## config.mk

```make
export PLATFORM = sky130hd
export DESIGN_NAME = iob_dma_mc_ctrl
export DESIGN_NICKNAME = d
export VERILOG_FILES = /design/src/rtl/iob_dma_pkg.sv /design/src/rtl/iob_dma_mc_ctrl_rr_arbiter.sv /design/src/rtl/iob_reg_e.sv /design/src/rtl/iob_dma_mc_ctrl.sv
export SDC_FILE = /design/constraint.sdc
export NUM_CORES = 1
export LEC_CHECK = 0
export BUFFER_PORTS_ARGS = -buffer_cell sky130_fd_sc_hd__buf_2
export CAP_MARGIN = 20
export CORE_AREA = 2 2 238 240
export DETAILED_ROUTE_END_ITERATION = 10
export DIE_AREA = 0 0 240 242
export GPL_TIMING_DRIVEN = 0
export PLACE_DENSITY = 0.56
export SLEW_MARGIN = 20
export SYNTH_ARGS = -nofsm -noshare
export SYNTH_HDL_FRONTEND = slang
export SYNTH_SLANG_ARGS = --single-unit
export TNS_END_PERCENT = 10
```

## constraint.sdc

```tcl
create_clock -name clk_i -period 5.4 [get_ports clk_i]
set_clock_uncertainty 0.05 [all_clocks]
set_input_delay 0.54 -clock clk_i [delete_from_list [all_inputs] [get_ports clk_i]]
set_output_delay 0.54 -clock clk_i [all_outputs]
set_load 0.005 [all_outputs]
```

## src/rtl/iob_dma_pkg.sv

```systemverilog
// Shared types for the multi-channel DMA scheduler: FSM encoding,
// direction constants and the engine command record.
package iob_dma_pkg;

    typedef enum logic [1:0] {
        ST_IDLE = 2'd0,
        ST_CMD  = 2'd1,
        ST_XFER = 2'd2,
        ST_DONE = 2'd3
    } dma_state_e;

    localparam logic DIR_S2M = 1'b1;
    localparam logic DIR_M2S = 1'b0;

    localparam int CMD_ADDR_W = 32;
    localparam int CMD_LEN_W  = 16;
    localparam int CMD_CH_W   = 2;

    // Field order matches the concatenation {dir, addr, len, ch} seen on cmd_*.
    typedef struct packed {
        logic                  dir;
        logic [CMD_ADDR_W-1:0] addr;
        logic [CMD_LEN_W-1:0]  len;
        logic [CMD_CH_W-1:0]   ch;
    } dma_cmd_t;

endpackage

```

## src/rtl/iob_dma_mc_ctrl_rr_arbiter.sv

```systemverilog
// Round-robin pick: first requester after last_i, wrapping modulo N_CH.
// last_i is owned by the parent so it only advances when a transfer retires.
module iob_dma_rr_arbiter #(
    parameter int N_CH = 4,
    localparam int CH_W = $clog2(N_CH)
) (
    input  logic [N_CH-1:0] req_i,
    input  logic [CH_W-1:0] last_i,
    output logic [CH_W-1:0] gnt_idx_o,
    output logic            gnt_valid_o
);

    always_comb begin
        logic [CH_W-1:0] idx;
        idx         = '0;
        gnt_idx_o   = '0;
        gnt_valid_o = 1'b0;
        for (int i = 1; i <= N_CH; i++) begin
            idx = CH_W'((int'(last_i) + i) % N_CH);
            if (!gnt_valid_o && req_i[idx]) begin
                gnt_valid_o = 1'b1;
                gnt_idx_o   = idx;
            end
        end
    end

endmodule

```

## src/rtl/iob_reg_e.sv

```systemverilog
// Enabled register with clock enable and synchronous active-high reset.
module iob_reg_e #(
    parameter int                DATA_W  = 1,
    parameter logic [DATA_W-1:0] RST_VAL = '0
) (
    input  logic              clk_i,
    input  logic              cke_i,
    input  logic              rst_i,
    input  logic              en_i,
    input  logic [DATA_W-1:0] data_i,
    output logic [DATA_W-1:0] data_o
);

    logic [DATA_W-1:0] data_q;
    logic [DATA_W-1:0] data_d;

    always_comb begin
        data_d = en_i ? data_i : data_q;
    end

    always_ff @(posedge clk_i) begin
        if (cke_i) begin
            if (rst_i) begin
                data_q <= RST_VAL;
            end else begin
                data_q <= data_d;
            end
        end
    end

    assign data_o = data_q;

endmodule

```

## src/rtl/iob_dma_mc_ctrl.sv

```systemverilog
// Multi-channel DMA scheduler: round-robin grant, one engine command at a time,
// stream routing for the granted channel and sticky done/irq reporting.
// Optional watchdog enabled by defining IOB_DMA_MC_TIMEOUT_EN.
module iob_dma_mc_ctrl
    import iob_dma_pkg::*;
#(
    parameter int N_CH      = 4,
    parameter int ADDR_W    = 32,
    parameter int LEN_W     = 16,
    parameter int DATA_W    = 32,
    parameter int TIMEOUT_W = 16
) (
    input  logic                       clk_i,
    input  logic                       cke_i,
    input  logic                       rst_i,
    input  logic [N_CH-1:0]            ch_start_i,
    input  logic [N_CH-1:0]            ch_dir_i,
    input  logic [N_CH*ADDR_W-1:0]     ch_addr_i,
    input  logic [N_CH*LEN_W-1:0]      ch_len_i,
    input  logic [N_CH-1:0]            ch_clr_i,
    output logic [N_CH-1:0]            ch_busy_o,
    output logic [N_CH-1:0]            ch_done_o,
    output logic [N_CH-1:0]            ch_err_o,
    output logic                       irq_o,
    output logic                       cmd_valid_o,
    input  logic                       cmd_ready_i,
    output logic                       cmd_dir_o,
    output logic [ADDR_W-1:0]          cmd_addr_o,
    output logic [LEN_W-1:0]           cmd_len_o,
    output logic [$clog2(N_CH)-1:0]    cmd_ch_o,
    input  logic [N_CH*DATA_W-1:0]     in_tdata_i,
    input  logic [N_CH-1:0]            in_tvalid_i,
    output logic [N_CH-1:0]            in_tready_o,
    output logic [DATA_W-1:0]          eng_in_tdata_o,
    output logic                       eng_in_tvalid_o,
    input  logic                       eng_in_tready_i,
    input  logic [DATA_W-1:0]          eng_out_tdata_i,
    input  logic                       eng_out_tvalid_i,
    output logic                       eng_out_tready_o,
    output logic [N_CH*DATA_W-1:0]     out_tdata_o,
    output logic [N_CH-1:0]            out_tvalid_o,
    input  logic [N_CH-1:0]            out_tready_i,
    output logic [1:0]                 dbg_state_o
);

    localparam int CH_W   = $clog2(N_CH);
    localparam int SLOT_W = 1 + ADDR_W + LEN_W;

    // Handshakes: cmd_* and every AXI-stream port transfer on a cycle where
    // valid && ready; a valid, once raised, holds with stable payload until taken.

    dma_state_e        state_q, state_d;
    logic [CH_W-1:0]   gnt_q, gnt_d;
    logic [CH_W-1:0]   last_grant_q, last_grant_d;
    logic [LEN_W-1:0]  beat_cnt_q, beat_cnt_d;
    logic [N_CH-1:0]   pending_q, pending_d;
    logic [N_CH-1:0]   done_q, done_d;

    logic [N_CH-1:0]   start_acc;
    logic              dir_a      [N_CH];
    logic [ADDR_W-1:0] addr_a     [N_CH];
    logic [LEN_W-1:0]  len_a      [N_CH];
    logic [DATA_W-1:0] in_data_a  [N_CH];
    logic [DATA_W-1:0] out_data_a [N_CH];

    logic [CH_W-1:0]   arb_idx;
    logic              arb_valid;
    logic              xfer_open;
    logic              beat;

    assign start_acc = ch_start_i & ~pending_q;

    for (genvar k = 0; k < N_CH; k++) begin : g_ch
        logic [SLOT_W-1:0] slot;

        iob_reg_e #(.DATA_W(SLOT_W)) u_slot (
            .clk_i  (clk_i),
            .cke_i  (cke_i),
            .rst_i  (rst_i),
            .en_i   (start_acc[k]),
            .data_i ({ch_dir_i[k], ch_addr_i[k*ADDR_W +: ADDR_W], ch_len_i[k*LEN_W +: LEN_W]}),
            .data_o (slot)
        );

        assign dir_a[k]  = slot[SLOT_W-1];
        assign addr_a[k] = slot[LEN_W +: ADDR_W];
        assign len_a[k]  = slot[LEN_W-1:0];

        assign in_data_a[k]                   = in_tdata_i[k*DATA_W +: DATA_W];
        assign out_tdata_o[k*DATA_W +: DATA_W] = out_data_a[k];
    end

    iob_dma_rr_arbiter #(.N_CH(N_CH)) u_arb (
        .req_i       (pending_q),
        .last_i      (last_grant_q),
        .gnt_idx_o   (arb_idx),
        .gnt_valid_o (arb_valid)
    );

    // Stream closes itself once the counted length is reached, so a
    // producer that keeps tvalid high never slips an extra beat through.
    assign xfer_open = (state_q == ST_XFER) && (beat_cnt_q < len_a[gnt_q]);

    always_comb begin
        in_tready_o      = '0;
        out_tvalid_o     = '0;
        eng_in_tdata_o   = '0;
        eng_in_tvalid_o  = 1'b0;
        eng_out_tready_o = 1'b0;
        beat             = 1'b0;
        for (int k = 0; k < N_CH; k++) begin
            out_data_a[k] = '0;
        end
        if (xfer_open) begin
            if (dir_a[gnt_q] == DIR_S2M) begin
                eng_in_tvalid_o    = in_tvalid_i[gnt_q];
                eng_in_tdata_o     = in_data_a[gnt_q];
                in_tready_o[gnt_q] = eng_in_tready_i;
                beat               = in_tvalid_i[gnt_q] && eng_in_tready_i;
            end else begin
                out_tvalid_o[gnt_q] = eng_out_tvalid_i;
                out_data_a[gnt_q]   = eng_out_tdata_i;
                eng_out_tready_o    = out_tready_i[gnt_q];
                beat                = eng_out_tvalid_i && out_tready_i[gnt_q];
            end
        end
    end

`ifdef IOB_DMA_MC_TIMEOUT_EN
    localparam logic [TIMEOUT_W-1:0] TMO_LAST = {{(TIMEOUT_W-1){1'b1}}, 1'b0};
    logic [TIMEOUT_W-1:0] wdog_q, wdog_d;
    logic [N_CH-1:0]      err_q, err_d;
`endif

    always_comb begin
        state_d      = state_q;
        gnt_d        = gnt_q;
        last_grant_d = last_grant_q;
        beat_cnt_d   = beat_cnt_q;
        pending_d    = pending_q | start_acc;
        done_d       = done_q & ~(ch_clr_i | start_acc);
        cmd_valid_o  = 1'b0;
        cmd_dir_o    = 1'b0;
        cmd_addr_o   = '0;
        cmd_len_o    = '0;
        cmd_ch_o     = '0;
`ifdef IOB_DMA_MC_TIMEOUT_EN
        wdog_d       = wdog_q;
        err_d        = err_q & ~(ch_clr_i | start_acc);
`endif
        case (state_q)
            ST_IDLE: begin
                if (arb_valid) begin
                    gnt_d   = arb_idx;
                    state_d = (len_a[arb_idx] == '0) ? ST_DONE : ST_CMD;
                end
            end
            ST_CMD: begin
                cmd_valid_o = 1'b1;
                cmd_dir_o   = dir_a[gnt_q];
                cmd_addr_o  = addr_a[gnt_q];
                cmd_len_o   = len_a[gnt_q];
                cmd_ch_o    = gnt_q;
                if (cmd_ready_i) begin
                    beat_cnt_d = '0;
                    state_d    = ST_XFER;
`ifdef IOB_DMA_MC_TIMEOUT_EN
                    wdog_d     = '0;
`endif
                end
            end
            ST_XFER: begin
                if (beat) begin
                    beat_cnt_d = beat_cnt_q + LEN_W'(1);
                    if (beat_cnt_q + LEN_W'(1) == len_a[gnt_q]) begin
                        state_d = ST_DONE;
                    end
                end
`ifdef IOB_DMA_MC_TIMEOUT_EN
                // Stalled transfer is abandoned: error instead of done.
                if (beat) begin
                    wdog_d = '0;
                end else if (wdog_q == TMO_LAST) begin
                    wdog_d           = '0;
                    err_d[gnt_q]     = 1'b1;
                    pending_d[gnt_q] = 1'b0;
                    last_grant_d     = gnt_q;
                    state_d          = ST_IDLE;
                end else begin
                    wdog_d = wdog_q + TIMEOUT_W'(1);
                end
`endif
            end
            ST_DONE: begin
                done_d[gnt_q]    = 1'b1;
                pending_d[gnt_q] = 1'b0;
                last_grant_d     = gnt_q;
                state_d          = ST_IDLE;
            end
            default: state_d = ST_IDLE;
        endcase
    end

    always_ff @(posedge clk_i) begin
        if (cke_i) begin
            if (rst_i) begin
                state_q      <= ST_IDLE;
                gnt_q        <= '0;
                last_grant_q <= CH_W'(N_CH - 1);
                beat_cnt_q   <= '0;
                pending_q    <= '0;
                done_q       <= '0;
            end else begin
                state_q      <= state_d;
                gnt_q        <= gnt_d;
                last_grant_q <= last_grant_d;
                beat_cnt_q   <= beat_cnt_d;
                pending_q    <= pending_d;
                done_q       <= done_d;
            end
        end
    end

`ifdef IOB_DMA_MC_TIMEOUT_EN
    always_ff @(posedge clk_i) begin
        if (cke_i) begin
            if (rst_i) begin
                wdog_q <= '0;
                err_q  <= '0;
            end else begin
                wdog_q <= wdog_d;
                err_q  <= err_d;
            end
        end
    end

    assign ch_err_o = err_q;
`else
    assign ch_err_o = '0;
`endif

    assign ch_busy_o   = pending_q;
    assign ch_done_o   = done_q;
    assign irq_o       = (|done_q) | (|ch_err_o);
    assign dbg_state_o = state_q;

endmodule

```

# Word level (Yosys, flattened, before mapping)
# Index checks and enable logic that the tools add are counted.
[classes]
n_addsub = 5
order_cmp = 10
eq_ne = 8
muxes = 76
bitwise_logic = 14
n_reduce_logical = 30
[op_table]
columns = ["cell", "n"]
rows = [
  ["two-way mux 128 bit", 2],
  ["two-way mux 32 bit", 8],
  ["two-way mux 49 bit", 4],
  ["AND 128 bit", 1],
  ["binary-select mux 32 bit (select 2 bit)", 2],
  ["two-way mux 16 bit", 7],
  ["binary-select mux 16 bit (select 2 bit)", 2],
  ["demux 32 bit (select 2 bit)", 1],
  ["case mux 16 bit (2 select lines)", 1],
  ["two-way mux 2 bit", 13],
  ["two-way mux 4 bit", 6],
  ["two-way mux 1 bit", 21],
  ["AND 4 bit", 5],
  ["adder 16 x 1 -> 16 bit, second input constant", 1],
  ["== test 16 bit", 1],
  ["zero test 16 bit", 1],
  ["< comparator 16 bit", 1],
  ["< comparator 2 x 3 -> 1 bit, second input constant", 5],
  ["binary-select mux 1 bit (select 2 bit)", 7],
  ["nonzero test 2 bit", 7],
  ["inverter 4 bit", 3],
  ["OR 4 bit", 3],
  ["AND reduction 2 bit", 5],
  ["!= test 3 bit, second input constant", 3],
  ["19 further kinds", 33],
]
[totals]
regBits = 226
input_bits = 378
wordCells = 153

# Logic depth before layout (Yosys ltp)
[depth]
ltp_word = 21
ltp_mapped = 13

# Modules after synthesis
# Synthesis repeated with hierarchy kept, for this count alone.
[hier_totals]
hier_cells = 1087
area_unflattened_um2 = 13103.8
[by_module_without_submodules]
columns = ["mod", "n_inst", "cells_per_inst", "area_per_inst_um2", "seq_area_each_um2"]
rows = [
  ["iob_reg_e", 4, 104, 1813.0, 1471.4],
  ["iob_dma_mc_ctrl", 1, 657, 5760.5, 900.9],
  ["iob_dma_rr_arbiter", 1, 14, 91.3, 0.0],
]

# Worst setup path after synthesis
# OpenSTA, ideal clock, no wires.
[synth_timing]
path_kind = "register -> register"
startpoint = "register gnt_q[1]"
endpoint = "register beat_cnt_q[0] (enable)"
setup_ns = 0.394
arrival_ns = 3.543
t_required_ns = 4.956
slack_ns = 1.413
path_stages_with_launch = 13
path_cell_list = "edfxtp_1 clkbuf_1 clkbuf_1 mux4_2 inv_1 ha_1 a21oi_1 o21ai_0 a2111oi_0 a31oi_1 nor3_1 nand2_1 a21oi_1"
[synth_between]
elab_chain_cells = 9
[synth_lines]
columns = ["item", "line", "rtl"]
rows = [
  ["from (decl)", "iob_dma_mc_ctrl.sv:53", "logic [CH_W-1:0] gnt_q, gnt_d;"],
  ["from (signal assigned)", "iob_dma_mc_ctrl.sv:215", "gnt_q <= gnt_d;"],
  ["inverter 2 -> 3 bit (implied by the code)", "iob_dma_mc_ctrl.sv:102, iob_dma_mc_ctrl.sv:115", ""],
  ["binary-select mux 16 bit (select 2 bit)", "iob_dma_mc_ctrl.sv:102", "assign xfer_open = (state_q == ST_XFER) && (beat_cnt_q < len_a[gnt_q]);"],
  ["two-way mux 16 bit (implied by the code) (2 in series)", "iob_dma_mc_ctrl.sv:102", ""],
  ["< comparator 16 bit", "iob_dma_mc_ctrl.sv:102", ""],
  ["logical AND 1 bit", "iob_dma_mc_ctrl.sv:102", ""],
  ["two-way mux 1 bit (*)", "iob_dma_mc_ctrl.sv:114", "if (xfer_open) begin"],
  ["!= test 3 bit (no line) (*)", "-", ""],
  ["AND reduction 4 bit (no line) (*)", "-", ""],
  ["to (signal assigned)", "iob_dma_mc_ctrl.sv:217", "beat_cnt_q <= beat_cnt_d;"],
  ["to (decl)", "iob_dma_mc_ctrl.sv:55", "logic [LEN_W-1:0] beat_cnt_q, beat_cnt_d;"],
]
# Mark *: on every way between the ends. The rest lies on a longest branch, timed or not. The select of a mux whose other input is x is not followed.
# A chain may end at the register's enable or synchronous reset.

# Final worst setup path
[layout_timing]
startpoint = "register gnt_q[0]"
endpoint = "output port out_tdata_o[70]"
[layout_between]
elab_chain_cells = 8
[layout_lines]
columns = ["item", "line", "rtl"]
rows = [
  ["inverter 2 -> 3 bit (implied by the code) (*)", "iob_dma_mc_ctrl.sv:102, iob_dma_mc_ctrl.sv:115, iob_dma_mc_ctrl.sv:122", ""],
  ["branches (longest 6 deep; another with < comparator 16 bit)", "-", ""],
  ["two-way mux 128 bit (*)", "iob_dma_mc_ctrl.sv:114", ""],
  ["to (decl)", "iob_dma_mc_ctrl.sv:40", "output logic [N_CH*DATA_W-1:0] out_tdata_o,"],
]
# Every way passes the cells marked *. The select of a mux whose other input is x is not followed.

==> results.yml <==
outcome:
  status: "finished clean"
clock_tree:
  clkSinkCount: 226
  cts_tree: "done"
  clk_latency_ns: 0.54
  clk_pin_slew_ns: 0.07
  cts_hold_buf: 0
  cts_root_buf: "clkbuf_16"
  htree_levels: 1
  ctsLongestPathBuffers: 3
  cts_inserted_buffers: 25
grt:
  grt_overflow: 0
  use_met1_pct: 22.42
  grt_busiest_layer: "met2"
  use_met3_pct: 4.433
  met2_usage_pct: 34.33
  antenna_found_initial: 18
  grt_pass1_wl_um: 80230
  grt_start_max_net_pins: 40
  grt_pass1_vias: 11870
  grtUsageTotal_pct: 19.12
drt:
  viasPerCell: 4.511
  drc: 0
  drt-initial-drc-count: 604
  via_count: 11370
  wirelength_um: 58150
  postRouteAntennaNets: 0
  firstDrtPassIters: 5
  wl_per_cell_um: 23.07
die:
  initial_utilization_pct: 23.43
  io_pins: 615
  die_h_um: 242
  die_width_um: 240
  fp-row-count: 87
  dieArea_sq_um: 58080
  core_area_sq_um: 55730
sta:
  rsz0062_at_grt: "true"
  fin_crit_ns: 5.229
  slew_violations: 0
  fin_crit_sh_pct: 96.83
  tightest_slew_ns: 0.9989
  fmax_mhz: 191.2
  maxSlewHeadroom_pct: 33.40
  holdWs_ns: 0.2371
  hold_viol_final: 0
  final-setup-viol-count: 0
power_and_ir_drop:
  p_clk_share_pct: 34.5
  combPwrFrac_pct: 23.3
  swShare_pct: 28.87
  total_power_w: 0.005045
  p_sw_w: 0.001456
  leakage_nw: 7.607
  power.internal_w: 0.003588
  power_frac_seq_pct: 42.2
  ir_drop_mv: 0.2649
  p_per_area_nw_per_um2: 277.8
synthesis:
  syn_area_per_cell_sq_um: 12.02
  ys_ff_latch: 226
  ys_types: 48
  async_flop_share_pct: 0
  synth-edff-count: 226
  ys.flop_type: "edfxtp_1"
  syn_inst: 1086
  ys_warn_count: 0
  ys_seq_area_share_pct: 51.97
  syn_area_sq_um: 13060
critical_path:
  worst_setup_path_start_kind: "flop"
  crit_type: "flop to output port"
  crit_chain: "buf_6 -> buf_6 -> buf_4 -> mux4_2 -> ha_1 -> nand2b_1 -> a21oi_1 -> o2111ai_1 -> a31oi_2 -> nor2_2 -> buf_4 -> nand2_1 -> clkbuf_1 -> nor2_1 -> buf_2"
  path_max_fanout: 10
  crit_slowest_cell: "mux4_2"
  endpoint_kind: "output port"
  max_stage_delay_ns: 0.61
  cp.required_ns: 4.81
  cp.arrival_ns: 4.64
placement:
  dpl.hpwl_um: 47480
  io_buffers: 610
  place_congestion: 0.9457
  dpl_cell_area_sq_um: 17210
final_layout:
  final_util_pct: 32.58
  drive_above_1_share_pct: 44.87
  nets: 2134
  final_common_cell: "buf_2"
  area_growth_pct: 39.08
  n_fill_cell: 5782
  final_area_sq_um: 18160
  mostFrequentLayoutCells: "buf_2, nor2b_1, edfxtp_1"
job:
  drv_cap: 0
min_path:
  min_path_type: "input pin to flop"
## registers in the layout, summed over array words and instances (netlist names)
| register | count |
|---|---|
| g_ch.u_slot.data_o | 196 |
| ch_busy_o | 4 |
| last_grant_q | 2 |
| ch_done_o | 4 |
| dbg_state_o | 2 |
| beat_cnt_q | 16 |
| gnt_q | 2 |
## worst max-delay path, delay by kind of cell, from the launching register on
family                     cells  cell delay (ns)
DFF                            1             0.49
buffers and inverters          6             1.58
AOI/OAI and AO/OA              3             0.64
and+or+nand+nor                4             0.55
muxes                          1             0.61
adders and majority gates      1             0.21
## path summary, 6_finish.rpt
| kind | from | end | slack [ns] | cells after the start |
|---|---|---|---|---|
| worst min register to register | beat_cnt_q[0]$_SDFFCE_PN0P_ | beat_cnt_q[0]$_SDFFCE_PN0P_ | 0.61 | 1 |
| worst max register to register | gnt_q[0]$_SDFFCE_PP0P_ | beat_cnt_q[11]$_SDFFCE_PN0P_ | 1.00 | 13 |
| worst min-delay path | ch_addr_i[74] | g_ch[2].u_slot.data_o[26]$_SDFFCE_PP0P_ | 0.24 | 2 |
| worst max-delay path | gnt_q[0]$_SDFFCE_PP0P_ | out_tdata_o[70] | 0.17 | 15 |
## metal layers
| layer | share of wire (%) | up-vias |
|---|---|---|
| li1 | - | 5174 |
| met1 | 39 | 5554 |
| met2 | 51 | 550 |
| met3 | 7.9 | 84 |
| met4 | 2.4 | 10 |
| met5 | 0.098 | - |
## layout make-up
| class | instances | area [sq um] | area share (%) |
|---|---|---|---|
| clock inverter | 20 | 201.4 | 1.109 |
| inverter | 23 | 86.33 | 0.4754 |
| buffer | 74 | 337.8 | 1.860 |
| multi-input combinational | 765 | 5948 | 32.75 |
| clock buffer | 26 | 629.4 | 3.466 |
| antenna | 11 | 27.53 | 0.1516 |
| sequential | 226 | 6787 | 37.37 |
| tap | 756 | 945.9 | 5.209 |
| timing repair buffer | 620 | 3197 | 17.60 |
## repair_timing
item | 4_1_cts | 5_1_grt
gates resized for setup | 14 | 21
endpoints found under the setup margin | 187 | 134
setup buffers | 4 | 1
gates cloned | 0 | 0
pin swaps | 0 | 2
## synth_stat cells, types with 2 or more instances
cell type | count | area (sq um)
nand2_1 | 52 | 195.2
o21ai_0 | 6 | 30.03
ha_1 | 21 | 262.8
a31oi_1 | 4 | 25.02
mux4_2 | 79 | 1779
xor2_1 | 3 | 26.28
buf_1 | 8 | 30.03
buf_4 | 4 | 30.03
nor3b_1 | 6 | 45.04
xnor3_1 | 2 | 45.04
or4_1 | 3 | 22.52
nor4_1 | 22 | 137.6
a21oi_1 | 14 | 70.07
mux2i_1 | 3 | 30.03
nand2b_1 | 4 | 25.02
nor3_1 | 7 | 35.03
nand3b_1 | 2 | 15.01
nor2b_1 | 239 | 1495
mux4_1 | 4 | 105.1
or2_2 | 3 | 18.77
and2_1 | 51 | 319.1
nand4_1 | 8 | 50.05
nand3_1 | 5 | 25.02
nor2_1 | 176 | 660.6
clkbuf_1 | 56 | 210.2
a211oi_1 | 3 | 22.52
xnor2_1 | 21 | 183.9
o21a_1 | 6 | 45.04
and3_1 | 2 | 12.51
edfxtp_1 | 226 | 6787
buf_2 | 6 | 30.03
inv_1 | 23 | 86.33
mux2_2 | 2 | 22.52
## power by group through the flow
stage / Combinational (W) / Sequential, W / Clock (W)
final: 0.00117 / 0.00213 / 0.00174
after global routing: 0.00128 / 0.00214 / 0.00184
after CTS: 0.00119 / 0.00213 / 0.00179
after detailed placement: 0.00117 / 0.00217 / 0
after global placement: 0.00115 / 0.00217 / 0
after floorplan: 0.000622 / 0.00214 / 0
## stage by stage
stage	instances	setup WS, ns	setup TNS [ns]
after floorplan	1089	1.413	0
after global placement	2455	-0.8609	-98.03
after detailed placement	2460	-1.007	-110.78
after CTS	2509	0.006934	0
after global routing	2516	-0.1018	-1.260
final	2521	0.1710	0
## cells by family (layout without fill, tap and decap cells)
logic type               count (synthesis)  in the layout  synth area share [%]
buffers and inverters                   98            763                 3.047
other                                    1             15               0.02872
AND/OR/NAND/NOR                        583            583                 23.70
flip-flops                             226            226                 51.97
XOR/XNOR                                29             29                 2.463
multiplexers                            88             88                 14.83
adder cells (fa/ha/maj)                 21             21                 2.012
AO/OA/AOI/OAI                           40             40                 1.945
Note: power is estimated with default switching activity, not from simulation.
